File: config.mk
export PLATFORM = sky130hd
export DESIGN_NAME = disp_scan_ctrl_flat
export DESIGN_NICKNAME = d
export VERILOG_FILES = /design/src/rtl/disp_scan_ctrl_if.sv /design/src/rtl/disp_scan_ctrl.sv /design/src/flat_wrapper.sv
export SDC_FILE = /design/constraint.sdc
export NUM_CORES = 1
export LEC_CHECK = 0
export CORE_UTILIZATION = 54
export CTS_CLUSTER_DIAMETER = 150
export CTS_CLUSTER_SIZE = 24
export DETAILED_ROUTE_END_ITERATION = 8
export PLACE_DENSITY = 0.84
export SYNTH_ARGS = -nofsm -noshare
export SYNTH_HDL_FRONTEND = slang
export SYNTH_SLANG_ARGS = --single-unit
File: constraint.sdc
create_clock -name CLK -period 5 [get_ports CLK]
set_input_delay 0.75 -clock CLK [delete_from_list [all_inputs] [get_ports CLK]]
set_output_delay 0.75 -clock CLK [all_outputs]
set_load 0.005 [all_outputs]
File: src/rtl/disp_scan_ctrl_if.sv
// rtl/disp_scan_ctrl_if.sv - front-panel bundle: observation pages, switches, button, display and step outputs
interface disp_scan_ctrl_if;
    logic [15:0] Page0;
    logic [15:0] Page1;
    logic [15:0] Page2;
    logic [15:0] Page3;
    logic [1:0]  Sel;
    logic        Btn;
    logic [3:0]  Out;
    logic [3:0]  Bit;
    logic [1:0]  CurSel;
    logic        Step;

    modport master (
        output Page0, Page1, Page2, Page3, Sel, Btn,
        input  Out, Bit, CurSel, Step
    );

    modport slave (
        input  Page0, Page1, Page2, Page3, Sel, Btn,
        output Out, Bit, CurSel, Step
    );
endinterface

File: src/rtl/disp_scan_ctrl.sv
// rtl/disp_scan_ctrl.sv - 4-digit display scanner with frame-latched page select and debounced step pulse
module disp_scan_ctrl #(
    parameter int SCAN_DIV   = 100000,
    parameter int DEB_CYCLES = 1000000
) (
    input  logic             CLK,
    input  logic             Reset,
    disp_scan_ctrl_if.slave  bus
);
    localparam int CW = $clog2(SCAN_DIV);
    localparam int DW = $clog2(DEB_CYCLES);

    logic [CW-1:0] cnt;
    logic [1:0]    d;
    logic [15:0]   frame;
    logic [1:0]    cur_sel_q;
    logic [3:0]    out_q;
    logic [3:0]    bit_q;

    logic          sync1;
    logic          btn_s;
    logic          state;
    logic          state_q;
    logic [DW-1:0] deb_cnt;
    logic          step_q;

    logic          tick;
    logic [1:0]    d_next;
    logic          frame_start;
    logic [15:0]   page_sel;
    logic [15:0]   frame_next;
    logic [3:0]    nib_next;
    logic [3:0]    bit_next;

    assign tick        = (cnt == CW'(SCAN_DIV - 1));
    assign d_next      = d + 2'd1;
    assign frame_start = tick && (d_next == 2'd0);

    always_comb begin
        page_sel = bus.Page0;
        case (bus.Sel)
            2'd0: page_sel = bus.Page0;
            2'd1: page_sel = bus.Page1;
            2'd2: page_sel = bus.Page2;
            2'd3: page_sel = bus.Page3;
            default: page_sel = bus.Page0;
        endcase
    end

    // The digit lit after a frame-start edge must come from the new snapshot,
    // so the nibble is picked from the frame value valid after that edge.
    assign frame_next = frame_start ? page_sel : frame;

    always_comb begin
        nib_next = frame_next[3:0];
        bit_next = 4'b0111;
        case (d_next)
            2'd0: begin nib_next = frame_next[15:12]; bit_next = 4'b1110; end
            2'd1: begin nib_next = frame_next[11:8];  bit_next = 4'b1101; end
            2'd2: begin nib_next = frame_next[7:4];   bit_next = 4'b1011; end
            2'd3: begin nib_next = frame_next[3:0];   bit_next = 4'b0111; end
            default: begin nib_next = frame_next[3:0]; bit_next = 4'b0111; end
        endcase
    end

    always_ff @(posedge CLK) begin
        if (!Reset) begin
            cnt       <= '0;
            d         <= 2'd3;
            frame     <= '0;
            cur_sel_q <= '0;
            out_q     <= '0;
            bit_q     <= 4'b1111;
        end else begin
            cnt <= tick ? '0 : cnt + CW'(1);
            if (tick) begin
                d     <= d_next;
                out_q <= nib_next;
                bit_q <= bit_next;
                if (frame_start) begin
                    frame     <= page_sel;
                    cur_sel_q <= bus.Sel;
                end
            end
        end
    end

    // Any cycle where the synchronized level agrees with the accepted state
    // restarts qualification, so bounces shorter than DEB_CYCLES never toggle.
    always_ff @(posedge CLK) begin
        if (!Reset) begin
            sync1   <= 1'b0;
            btn_s   <= 1'b0;
            state   <= 1'b0;
            state_q <= 1'b0;
            deb_cnt <= '0;
            step_q  <= 1'b0;
        end else begin
            sync1   <= bus.Btn;
            btn_s   <= sync1;
            state_q <= state;
            step_q  <= state & ~state_q;
            if (btn_s != state) begin
                if (deb_cnt == DW'(DEB_CYCLES - 1)) begin
                    state   <= ~state;
                    deb_cnt <= '0;
                end else begin
                    deb_cnt <= deb_cnt + DW'(1);
                end
            end else begin
                deb_cnt <= '0;
            end
        end
    end

    assign bus.Out    = out_q;
    assign bus.Bit    = bit_q;
    assign bus.CurSel = cur_sel_q;
    assign bus.Step   = step_q;
endmodule
File: src/flat_wrapper.sv
// flat-port wrapper written by rule: the top's interface ports become plain ports
module disp_scan_ctrl_flat 
#(
    parameter int SCAN_DIV   = 100000,
    parameter int DEB_CYCLES = 1000000
)
  (CLK, Reset, bus_Page0, bus_Page1, bus_Page2, bus_Page3, bus_Sel, bus_Btn, bus_Out, bus_Bit, bus_CurSel, bus_Step);
  disp_scan_ctrl_if bus_i ();
  input  logic CLK;
  input  logic Reset;
  input wire logic [$bits(bus_i.Page0)-1:0] bus_Page0;
  input wire logic [$bits(bus_i.Page1)-1:0] bus_Page1;
  input wire logic [$bits(bus_i.Page2)-1:0] bus_Page2;
  input wire logic [$bits(bus_i.Page3)-1:0] bus_Page3;
  input wire logic [$bits(bus_i.Sel)-1:0] bus_Sel;
  input wire logic [$bits(bus_i.Btn)-1:0] bus_Btn;
  output wire logic [$bits(bus_i.Out)-1:0] bus_Out;
  output wire logic [$bits(bus_i.Bit)-1:0] bus_Bit;
  output wire logic [$bits(bus_i.CurSel)-1:0] bus_CurSel;
  output wire logic [$bits(bus_i.Step)-1:0] bus_Step;
  assign bus_i.Page0 = bus_Page0;
  assign bus_i.Page1 = bus_Page1;
  assign bus_i.Page2 = bus_Page2;
  assign bus_i.Page3 = bus_Page3;
  assign bus_i.Sel = bus_Sel;
  assign bus_i.Btn = bus_Btn;
  assign bus_Out = bus_i.Out;
  assign bus_Bit = bus_i.Bit;
  assign bus_CurSel = bus_i.CurSel;
  assign bus_Step = bus_i.Step;
  disp_scan_ctrl #(.SCAN_DIV(SCAN_DIV), .DEB_CYCLES(DEB_CYCLES)) u_core (.CLK(CLK), .Reset(Reset), .bus(bus_i));
endmodule
# After elaboration in Yosys (flattened, before gate mapping)
# Cells that the tools add are included.
[word_totals]
register_bits = 70
latch_bits = 0
ramBits = 0
mem_bits_ro = 0
in_bits = 69
output_inout_bits = 11
wordCells = 40
mem_count = 0
[classes]
n_addsub = 3
n_mul = 0
div_mod_pow = 0
order_cmp = 0
n_eq_ne = 9
n_shift = 0
n_mux = 4
bitwise = 5
reduce_logical = 7
[op_table]
columns = ["operator", "count"]
rows = [
  ["$pmux 16 s4", 1],
  ["$pmux 4 s4", 2],
  ["$add 20x1->20 const B", 1],
  ["$eq 20x20->1 const B", 1],
  ["$add 17x1->17 const B", 1],
  ["$eq 17x17->1 const B", 1],
  ["$mux 16", 1],
  ["$eq 2x2->1 const B", 4],
  ["$eq 2x1->1 const B", 2],
  ["$logic_not 2->1", 2],
  ["$not 1->1", 4],
  ["$reduce_and 2->1", 2],
  ["$reduce_or 3->1", 1],
  ["$add 2x1->2 const B", 1],
  ["$reduce_or 2->1", 1],
  ["$and 1x1->1", 1],
  ["$logic_and 1x1->1", 1],
  ["$ne 1x1->1", 1],
]

# Longest topological paths before layout
# Gate-level depths: netlist (run 1).
[depth]
word_depth = 5
mapped_depth = 9
depth_no_buf = 7

# Worst setup path before layout (run 1)
# OpenSTA, ideal clock, no wires.
[synth_timing]
path_kind = "in2reg"
from = "input bus_Sel[1]"
to = "register u_core.out_q[1], in the netlist u_core.bus.Out[1]"
setup_time_ps = 127
t_arrival_ps = 2236
required_ps = 4873
path_slack_ps = 2637
cell_stages = 6
n_path_buf = 2
cell_sequence = "buf_2 -> buf_2 -> mux4_2 -> mux2_2 -> a22oi_1 -> a31oi_1"
[synth_between]
elab_chain_len = 4
elab_cells_between_ends = 7
classes_between = "eq/ne (3); mux (3); reduce/logical (1)"
[synth_rtl]
columns = ["item", "line", "text"]
rows = [
  ["start: declaration", "flat_wrapper.sv:15", "input wire logic [$bits(bus_i.Sel)-1:0] bus_Sel;"],
  ["$eq 2x2->1, or another cell as far along", "disp_scan_ctrl.sv:41", "case (bus.Sel)"],
  ["$pmux 16 s4 *", "disp_scan_ctrl.sv:41", ""],
  ["$mux 16 *", "-", ""],
  ["$pmux 4 s4 *", "disp_scan_ctrl.sv:57", "case (d_next)"],
  ["end signal: assignment", "disp_scan_ctrl.sv:78", "out_q <= nib_next;"],
  ["end: declaration", "disp_scan_ctrl.sv:17", "logic [3:0] out_q;"],
]
# Every way passes the cells marked *; elsewhere a longest branch is shown, timed or not.
# A chain may end at the register's enable or synchronous reset.

# Final worst setup path (run 1)
[layout_timing]
from = "input bus_Sel[1]"
to = "register u_core.out_q[0], in the netlist u_core.bus.Out[0]"
# The elaborated chain is that of the path after synthesis.

==> flow_summary.toml, run 1 <==
[sta]
rsz0062_at_grt = "false"
worst_slack_ps = 2080
finClkSkew_ps = 6.34
setup_tns_ps = 0
worst_pin_slew_ps = 995
hold_violations = 0
setup_viol = 0
finalCriticalPeriod_ps = 2920
clock.fmax_ghz = 0.343
relSlewSlack_pct = 33.5
slew_violations = 0
fin_crit_sh_pct = 58.4

[yosys]
ys_seq_elements = 70
ys_async_sr_fraction_pct = 0
synth.area.top_cells = "dfxtp_1, mux4_2, nor2_1"
synth_flop_cell = "dfxtp_1"
synth_fp_nets = 419
yosysTopAreaCellShare_pct = 41.3
syn-instance-count = 340
synth_edf_count = 0
synth_area_sq_um = 3390
ys_types = 37
avgSynthCellArea_sq_um = 9.98
yosysTopAreaCell = "dfxtp_1"
seq_area_frac_synth_pct = 41.3
ys_warn_count = 0

[cells_and_area]
syn2layout_area_growth_pct = 28.7
drive_above_1_share_pct = 9.31
num_antenna_cells = 0
fin_nets = 494
instances_no_fill = 494

[clock_network]
hold_buffers = 0
insertion_delay_ps = 340
cts_buffer_depth = 2
htree_levels = 3
cts_tree = "yes"
post_cts_buffers = 0
cts-resized-gates = 0
cts_made_buffers = 9
root_buffer = "clkbuf_8"
clkTransAtPathRegs_ps = 70
cts.sinks = 70

[floorplan]
rows = 28
die-area_sq_um = 6610
die_x_microns = 81.3
core_area_sq_um = 5990
ios = 80
die_h_microns = 81.3
initial_core_util_pct = 56.7

[routing]
ant_nets = 0
drc = 0
vias_per_cell = 5.38
firstDrtPassIters = 4
drt_wl_total_microns = 6880
drt-initial-drc-count = 103
routedWlPerCell_microns = 13.9
routed-via-count = 2660

[power]
p_comb_share_pct = 9.4
clkPwrFrac_pct = 37.4
p_sw_uw = 221
p_seq_share_pct = 53.2
irDropWorstVdd_uv = 226
internal_power_uw = 836
swShare_pct = 20.9
leakage_uw = 0.00175
p_per_area_nw_per_um2 = 242

[placed_design]
gp_congestion = 0.829
dp_hpwl_microns = 5270
pre_cts_slack_ps = 1760
dp_cells = 479
port_buffers = 79

[global_route]
track_usage_pct = 23.7
antenna_found_initial = 0
grt_pass1_wl_microns = 11800
first_global_vias = 2670
gr-total-overflow = 0
grt_max_degree = 21

[setup_path]
rrSetupSlack_ps = 2260
critPathLaunchType = "input port"
path_class = "in -> reg"
worstPathMaxFanout = 17
cp-end-kind = "register"
required_ps = 5210
worstPathArrival_ps = 3120

[min_path]
hold_class = "reg -> reg"

[job]
drv_cap = 0

[outcome]
outcome = "complete, no violations"
[layout make-up]
class / instances / area (sq um)
multi-input cells: 244 / 1870
fillers: 440 / 1620
flip-flops and latches: 70 / 1400
repair buffers: 80 / 798
clock buffers: 14 / 163
well taps: 75 / 93.8
inverters: 10 / 37.5
clock inverters: 1 / 5.00
[per-stage QoR]
step                      util, %  hold slack [ps]  cell area [sq um]  power, uW
after floorplan                 -              367               3390        616
after global placement       70.1              372               4200        674
after detailed placement     70.1              382               4200        676
after CTS                    72.9              392               4370       1070
after global routing         72.9              425               4370       1100
final                        72.9              393               4370       1060
[routing by layer]
metal / wire length [microns] / global-route usage [%]
met1: 2800 / 26.0
met2: 3470 / 41.4
met3: 461 / 8.20
met4: 149 / 9.46
met5: 0 / 0
[worst max-delay path, cell delays in order]
cell,delay (ps)
clkdlybuf4s50_1,1130
mux4_2,600
mux2_2,280
a22oi_1,230
a31oi_1,130
[cell families after synthesis]
family	after synthesis	synth area share [%]
xor gates and xnor gates	33	8.51
AOI/OAI and AO/OA	30	5.23
adders and majority gates	10	3.69
DFF	70	41.3
muxes	39	17.6
buffers and inverters	26	3.65
and+or+nand+nor	132	20.0
[path summary, 6_finish.rpt]
| check | start | end | depth (start not counted) |
|---|---|---|---|
| min | u_core.state_q | u_core.bus.Step | 1 |
| max reg2reg | u_core.cnt[0] | u_core.bus.Out[0] | 7 |
| max | bus_Sel[1] | u_core.bus.Out[0] | 5 |
| min reg2reg | u_core.state_q | u_core.bus.Step | 1 |
[synth_stat cells, types with 2 or more instances]
cell type / n
xor2_1: 23
buf_1: 2
o211ai_1: 4
a22oi_1: 3
buf_2: 3
ha_1: 10
and4_1: 4
nor3_1: 3
mux2i_1: 17
and2_1: 10
and3_1: 5
o21ai_0: 3
clkbuf_1: 8
nand4_1: 5
nand2_1: 18
nor2_1: 54
nand2b_1: 3
mux2_2: 6
nor4b_1: 2
nand3_1: 18
buf_6: 3
a21oi_1: 15
a31oi_1: 3
xnor2_1: 10
inv_1: 10
or3_1: 3
mux4_2: 16
dfxtp_1: 70
[registers in the layout (all words and copies together), names as in the netlist]
register / count
u_core.state_q: 1
u_core.frame: 16
u_core.bus.Step: 1
u_core.bus.Out: 4
u_core.cnt: 17
u_core.bus.CurSel: 2
u_core.btn_s: 1
u_core.d: 2
u_core.bus.Bit: 4
u_core.deb_cnt: 20
u_core.sync1: 1
u_core.state: 1
[power by group through the flow]
stage | Sequential [uW] | Combinational [uW] | Clock (uW)
2_1_floorplan | 575 | 41.0 | 0
3_3_place_gp | 575 | 98.7 | 0
3_5_place_dp | 576 | 100 | 0
4_1_cts | 563 | 100 | 406
5_1_grt | 563 | 107 | 431
6_report | 563 | 99.3 | 395
[placed cells by master (no fill, tap or decap), drive strengths merged, types with 2 or more instances in the layout]
cell type,instances
a31oi,3
or2,2
nor3,3
clkdlybuf4s50,79
and3,5
and4,4
nand3,18
xor2,23
nand4,6
o21ai,3
or3,3
nor4b,3
a22oi,3
clkbuf,14
ha,10
and2,10
dfxtp,70
o211ai,4
nand2b,3
nand2,18
mux2,6
mux2i,17
and4bb,2
nor2,54
mux4,16
a21oi,15
inv,10
xnor2,10
No activity file was read; power rests on OpenSTA's default activity.
==> inputs of run 2 (changes only) <==
--- a/config.mk
+++ b/config.mk
@@ -5,11 +5,11 @@
 export SDC_FILE = /design/constraint.sdc
 export NUM_CORES = 1
 export LEC_CHECK = 0
-export CORE_UTILIZATION = 54
+export CORE_UTILIZATION = 45
 export CTS_CLUSTER_DIAMETER = 150
 export CTS_CLUSTER_SIZE = 24
 export DETAILED_ROUTE_END_ITERATION = 8
-export PLACE_DENSITY = 0.84
+export PLACE_DENSITY = 0.74
 export SYNTH_ARGS = -nofsm -noshare
 export SYNTH_HDL_FRONTEND = slang
 export SYNTH_SLANG_ARGS = --single-unit
==> constraint.sdc (replaced) <==
create_clock -name CLK -period 2.66 [get_ports CLK]
set_input_delay 0.399 -clock CLK [delete_from_list [all_inputs] [get_ports CLK]]
set_output_delay 0.399 -clock CLK [all_outputs]
set_load 0.005 [all_outputs]
==> run 2 against run 1 <==
Global-route usage down 3.0 points. Wire length up 5.0%. Core utilization down 10 points. Register-to-register slack worse by 2000 ps. Largest cell class unchanged. Cell count up 6.1%. First-iteration DRC count down 17%. Critical path type is now reg -> reg. Clock-buffer cell count down 1. Total power up 120%. Non-clock buffer count up 5.
==> flow_summary.toml, run 2 (synthesis results as in run 1) <==
[routing]
drt_wl_total_microns = 7230
routed-via-count = 2701
ant_nets = 0
vias_per_cell = 5.15
routedWlPerCell_microns = 13.8
drt-initial-drc-count = 85
firstDrtPassIters = 4
drc = 0

[clock_network]
root_buffer = "clkbuf_8"
clkTransAtPathRegs_ps = 70
htree_levels = 3
post_cts_buffers = 0
insertion_delay_ps = 340
hold_buffers = 0
cts_tree = "yes"
cts.sinks = 70
cts-resized-gates = 0
cts_made_buffers = 9
cts_buffer_depth = 2

[setup_path]
ff2ff_path_depth = 7
rrSetupSlack_ps = 270
worstPathMaxFanout = 14
r2r_start = "u_core.cnt[0]"
cp_slowest_cell = "or2_1"
required_ps = 2870
cp_cell_sequence = "ha_1 -> and4_1 -> nand4_4 -> or2_1 -> mux2_2 -> a22oi_1 -> a31oi_1"
cp-end-kind = "register"
critPathLaunchType = "register"
path_class = "reg -> reg"
worstPathArrival_ps = 2600
max_stage_delay_ps = 540
reg2reg_to = "u_core.bus.Out[1]"

[global_route]
antenna_found_initial = 0
grt_max_degree = 21
grt_pass1_wl_microns = 12200
track_usage_pct = 20.7
first_global_vias = 2674
gr-total-overflow = 0

[outcome]
outcome = "complete, no violations"

[cells_and_area]
drive_above_1_share_pct = 10.8
largest_register_ffs = 20
biggestRegsByFlops = "u_core.deb_cnt (20), u_core.cnt (17), u_core.frame (16)"
syn2layout_area_growth_pct = 33.4
fin_nets = 499
top_register = "u_core.deb_cnt"
num_antenna_cells = 0
final_common_cell = "clkdlybuf4s50_1"
final_cell_mix = "clkdlybuf4s50_1, dfxtp_1, nor2_1, xor2_1"

[sta]
worst_slack_ps = 270
worst_pin_slew_ps = 672
finalCriticalPeriod_ps = 2390
relSlewSlack_pct = 55.2
rsz0062_at_grt = "false"
finClkSkew_ps = 8.33
clock.fmax_ghz = 0.418
fin_crit_sh_pct = 89.8
setup_tns_ps = 0
setup_viol = 0
hold_violations = 0
slew_violations = 0

[min_path]
hold_class = "reg -> reg"
worstHoldEndpoint = "u_core.bus.Step"
hold_depth = 1
hp-start = "u_core.state_q"

[placed_design]
dp_hpwl_microns = 5500
pre_cts_slack_ps = 280
port_buffers = 79
gp_congestion = 0.790

[power]
irDropWorstVdd_uv = 272
leakage_uw = 0.00182
p_per_area_nw_per_um2 = 509
total_power_uw = 2300

[floorplan]
die-area_sq_um = 7890
rows = 31
die_h_microns = 88.9
die_x_microns = 88.9
initial_core_util_pct = 46.8
ios = 80
core_area_sq_um = 7250

[job]
drv_cap = 0
==> run 2: cell types whose count changed in the layout (fill, tap and decap cells not counted), sizes merged <==
cell	before	now
clkinv	1	0
buf	1	6
clkbuf	14	13
bufinv	0	3
==> run 2: worst max-delay path by stage <==
stage / from / end / slack (ps) / cells after the start
3_5_place_dp: bus_Sel[1] / u_core.bus.Out[1] / 280 / 6
2_1_floorplan: u_core.cnt[0] / u_core.bus.Out[3] / 640 / 9
4_1_cts: u_core.cnt[0] / u_core.bus.Out[1] / 270 / 7
6_report: u_core.cnt[0] / u_core.bus.Out[1] / 270 / 7
5_1_grt: u_core.cnt[0] / u_core.bus.Out[1] / 140 / 7
3_3_place_gp: bus_Sel[1] / u_core.bus.Out[1] / 340 / 6
==> run 2: through the flow <==
stage / util (%) / area (sq um) / hold WS (ps) / cells
floorplan: - / 3390 / 367 / 340
global placement: 59.0 / 4280 / 372 / 508
detailed placement: 59.0 / 4280 / 376 / 508
CTS: 62.4 / 4530 / 383 / 524
global route: 62.4 / 4530 / 410 / 524
finish: 62.4 / 4530 / 381 / 524
==> run 2: layout make-up <==
type	instances	area [sq um]
clock buffers	13	159
clock inverters	3	90.1
fillers	618	2720
inverters	10	37.5
multi-input cells	244	1870
flip-flops and latches	70	1400
well taps	99	124
repair buffers	85	848
==> run 2: power breakdown <==
part	switching (uW)	internal (uW)	total, uW
Clock	373	675	1050
Combinational	58.0	139	197
Sequential	5.15	1050	1060
Total	437	1870	2300
==> run 2: metal layers <==
layer  share of wire (%)  vias up  routed length [microns]  track usage [%]
li1                    -     1345                        -                -
met1                  43     1242                     3090             23.9
met2                  48       96                     3440             34.5
met3                 7.0       18                      505             7.74
met4                 2.7        0                      193             8.65
met5                   0        -                        0                0
==> run 2: critical path, delay by kind of cell (launching register included) <==
kind                     cells  cell delay, ps
flip-flops                   1             340
AO/OA/AOI/OAI                2             350
AND/OR/NAND/NOR              3             900
adder cells (fa/ha/maj)      1             240
multiplexers                 1             420
==> inputs of run 3 (changes only) <==
--- a/config.mk
+++ b/config.mk
@@ -5,11 +5,11 @@
 export SDC_FILE = /design/constraint.sdc
 export NUM_CORES = 1
 export LEC_CHECK = 0
-export CORE_UTILIZATION = 45
+export CORE_UTILIZATION = 35
 export CTS_CLUSTER_DIAMETER = 150
 export CTS_CLUSTER_SIZE = 24
 export DETAILED_ROUTE_END_ITERATION = 8
-export PLACE_DENSITY = 0.74
+export PLACE_DENSITY = 0.58
 export SYNTH_ARGS = -nofsm -noshare
 export SYNTH_HDL_FRONTEND = slang
 export SYNTH_SLANG_ARGS = --single-unit
==> constraint.sdc (replaced) <==
create_clock -name CLK -period 2.55 [get_ports CLK]
set_input_delay 0.6375 -clock CLK [delete_from_list [all_inputs] [get_ports CLK]]
set_output_delay 0.6375 -clock CLK [all_outputs]
set_load 0.005 [all_outputs]
==> run 3 against run 2 <==
Sequential cell count is the same. Via count down 2.9%. Critical path type unchanged. Sequential power is 4% higher. Critical endpoint is now u_core.bus.Out[2]. Highest routed layer unchanged. Clock skew about the same. Fmax grew 7.1%. Total power is 0.33% lower. Wire length up 2.0%. Clock power down 7%.
==> flow_summary.toml, run 3 (synthesis results as in run 1) <==
[outcome]
outcome = "complete, no violations"

[cells_and_area]
top_register = "u_core.deb_cnt"
biggestRegsByFlops = "u_core.deb_cnt (20), u_core.cnt (17), u_core.frame (16)"
instances_no_fill = 559
fin_nets = 504
syn2layout_area_growth_pct = 35.4
seqCellArea_sq_um = 1400
final_cell_mix = "clkdlybuf4s50_1, dfxtp_1, nor2_1, xor2_1"
drive_above_1_share_pct = 11.9
largest_register_ffs = 20
multi_input_area_sq_um = 1870
final_common_cell = "clkdlybuf4s50_1"
num_antenna_cells = 0
final_design_area_no_fill_sq_um = 4600
fin_util_pct = 49.3
fill_cells = 901

[floorplan]
die_x_microns = 100
initial_core_util_pct = 36.4
rows = 35
die_h_microns = 100
ios = 80
die-area_sq_um = 10100
core_area_sq_um = 9330

[routing]
routed-via-count = 2624
drt-initial-drc-count = 64
routedWlPerCell_microns = 13.2
vias_per_cell = 4.69
drc = 0
drt_wl_total_microns = 7380
ant_nets = 0
firstDrtPassIters = 4

[sta]
worst_pin_slew_ps = 669
clock.fmax_ghz = 0.448
slew_violations = 0
finalCriticalPeriod_ps = 2230
rsz0062_at_grt = "false"
relSlewSlack_pct = 55.4
setup_viol = 0
setup_tns_ps = 0
finClkSkew_ps = 8.56
worst_slack_ps = 318
hold_violations = 0
fin_crit_sh_pct = 87.5

[clock_network]
htree_levels = 3
clkTransAtPathRegs_ps = 70
cts_tree = "yes"
cts.sinks = 70
root_buffer = "clkbuf_8"
post_cts_buffers = 0
hold_buffers = 0
insertion_delay_ps = 340
cts_buffer_depth = 2
cts-resized-gates = 0
cts_made_buffers = 9

[placed_design]
pre_cts_slack_ps = 21.2
port_buffers = 79
placed_cell_area_sq_um = 4380
gp_congestion = 0.759
dp_hpwl_microns = 5710
dp_cells = 543

[setup_path]
cp_slowest_cell = "dfxtp_1"
cp_cell_sequence = "ha_1 -> and4_1 -> nand4_4 -> or2_1 -> buf_12 -> mux2_2 -> a22oi_1 -> a31oi_1"
startpoint = "u_core.cnt[0]"
critPathLaunchType = "register"
required_ps = 2770
worstPathMaxFanout = 11
cp-end-kind = "register"
worstPathArrival_ps = 2450
r2r_start = "u_core.cnt[0]"
path_class = "reg -> reg"
max_stage_delay_ps = 370

[job]
drv_cap = 0

[global_route]
grt_pass1_wl_microns = 12500
gr-total-overflow = 0
antenna_found_initial = 0
track_usage_pct = 16.3
grt_max_degree = 21
first_global_vias = 2676

[min_path]
hold_class = "reg -> reg"
hp-start = "u_core.state_q"

[power]
leakage_uw = 0.00184
p_per_area_nw_per_um2 = 500
irDropWorstVdd_uv = 259
## run 3: cell count changes in the layout (fill, tap and decap cells not counted)
cell       delta
buf_12        +2
buf_4         +3
bufinv_16     -1
clkbuf_8      -1
clkinv_2      +2
## run 3: path summary, 6_finish.rpt
path / end / slack [ps] / cells past startpoint
setup / recovery: u_core.bus.Out[2] / 320 / 8
setup reg to reg: u_core.bus.Out[2] / 320 / 8
hold / removal: u_core.bus.Step / 380 / 1
hold reg to reg: u_core.bus.Step / 380 / 1
## run 3: critical path: cells and delay by family, from the launching register on
| family | cells | cell delay, ps |
|---|---|---|
| AO/OA/AOI/OAI | 2 | 240 |
| multiplexers | 1 | 280 |
| buffers and inverters | 1 | 210 |
| flip-flops | 1 | 370 |
| adder cells (fa/ha/maj) | 1 | 210 |
| AND/OR/NAND/NOR | 3 | 790 |
## run 3: area by class of cell
type	count	area share, %
multi-input cells	244	40.7
clock inverters	4	1.52
repair buffers	90	19.8
flip-flops and latches	70	30.5
clock buffers	12	3.16
well taps	129	3.51
inverters	10	0.817
## run 3: power breakdown
part           total (uW)  switching, uW  internal (uW)
combinational         213           62.0            151
clock                 980            405            575
sequential           1100           4.75           1100
## run 3: through the flow
step	hold slack [ps]	power, uW
floorplan	367	1210
global placement	372	1340
detailed placement	377	1340
CTS	388	2330
global route	396	2390
finish	384	2300
## run 3: metal layers
layer	vias to the layer above	GRT usage, %	part of all wire (%)
met3	10	6.17	5.8
li1	1351	-	-
met1	1190	19.0	45
met2	73	27.1	47
met5	-	0	0
met4	0	6.13	1.7
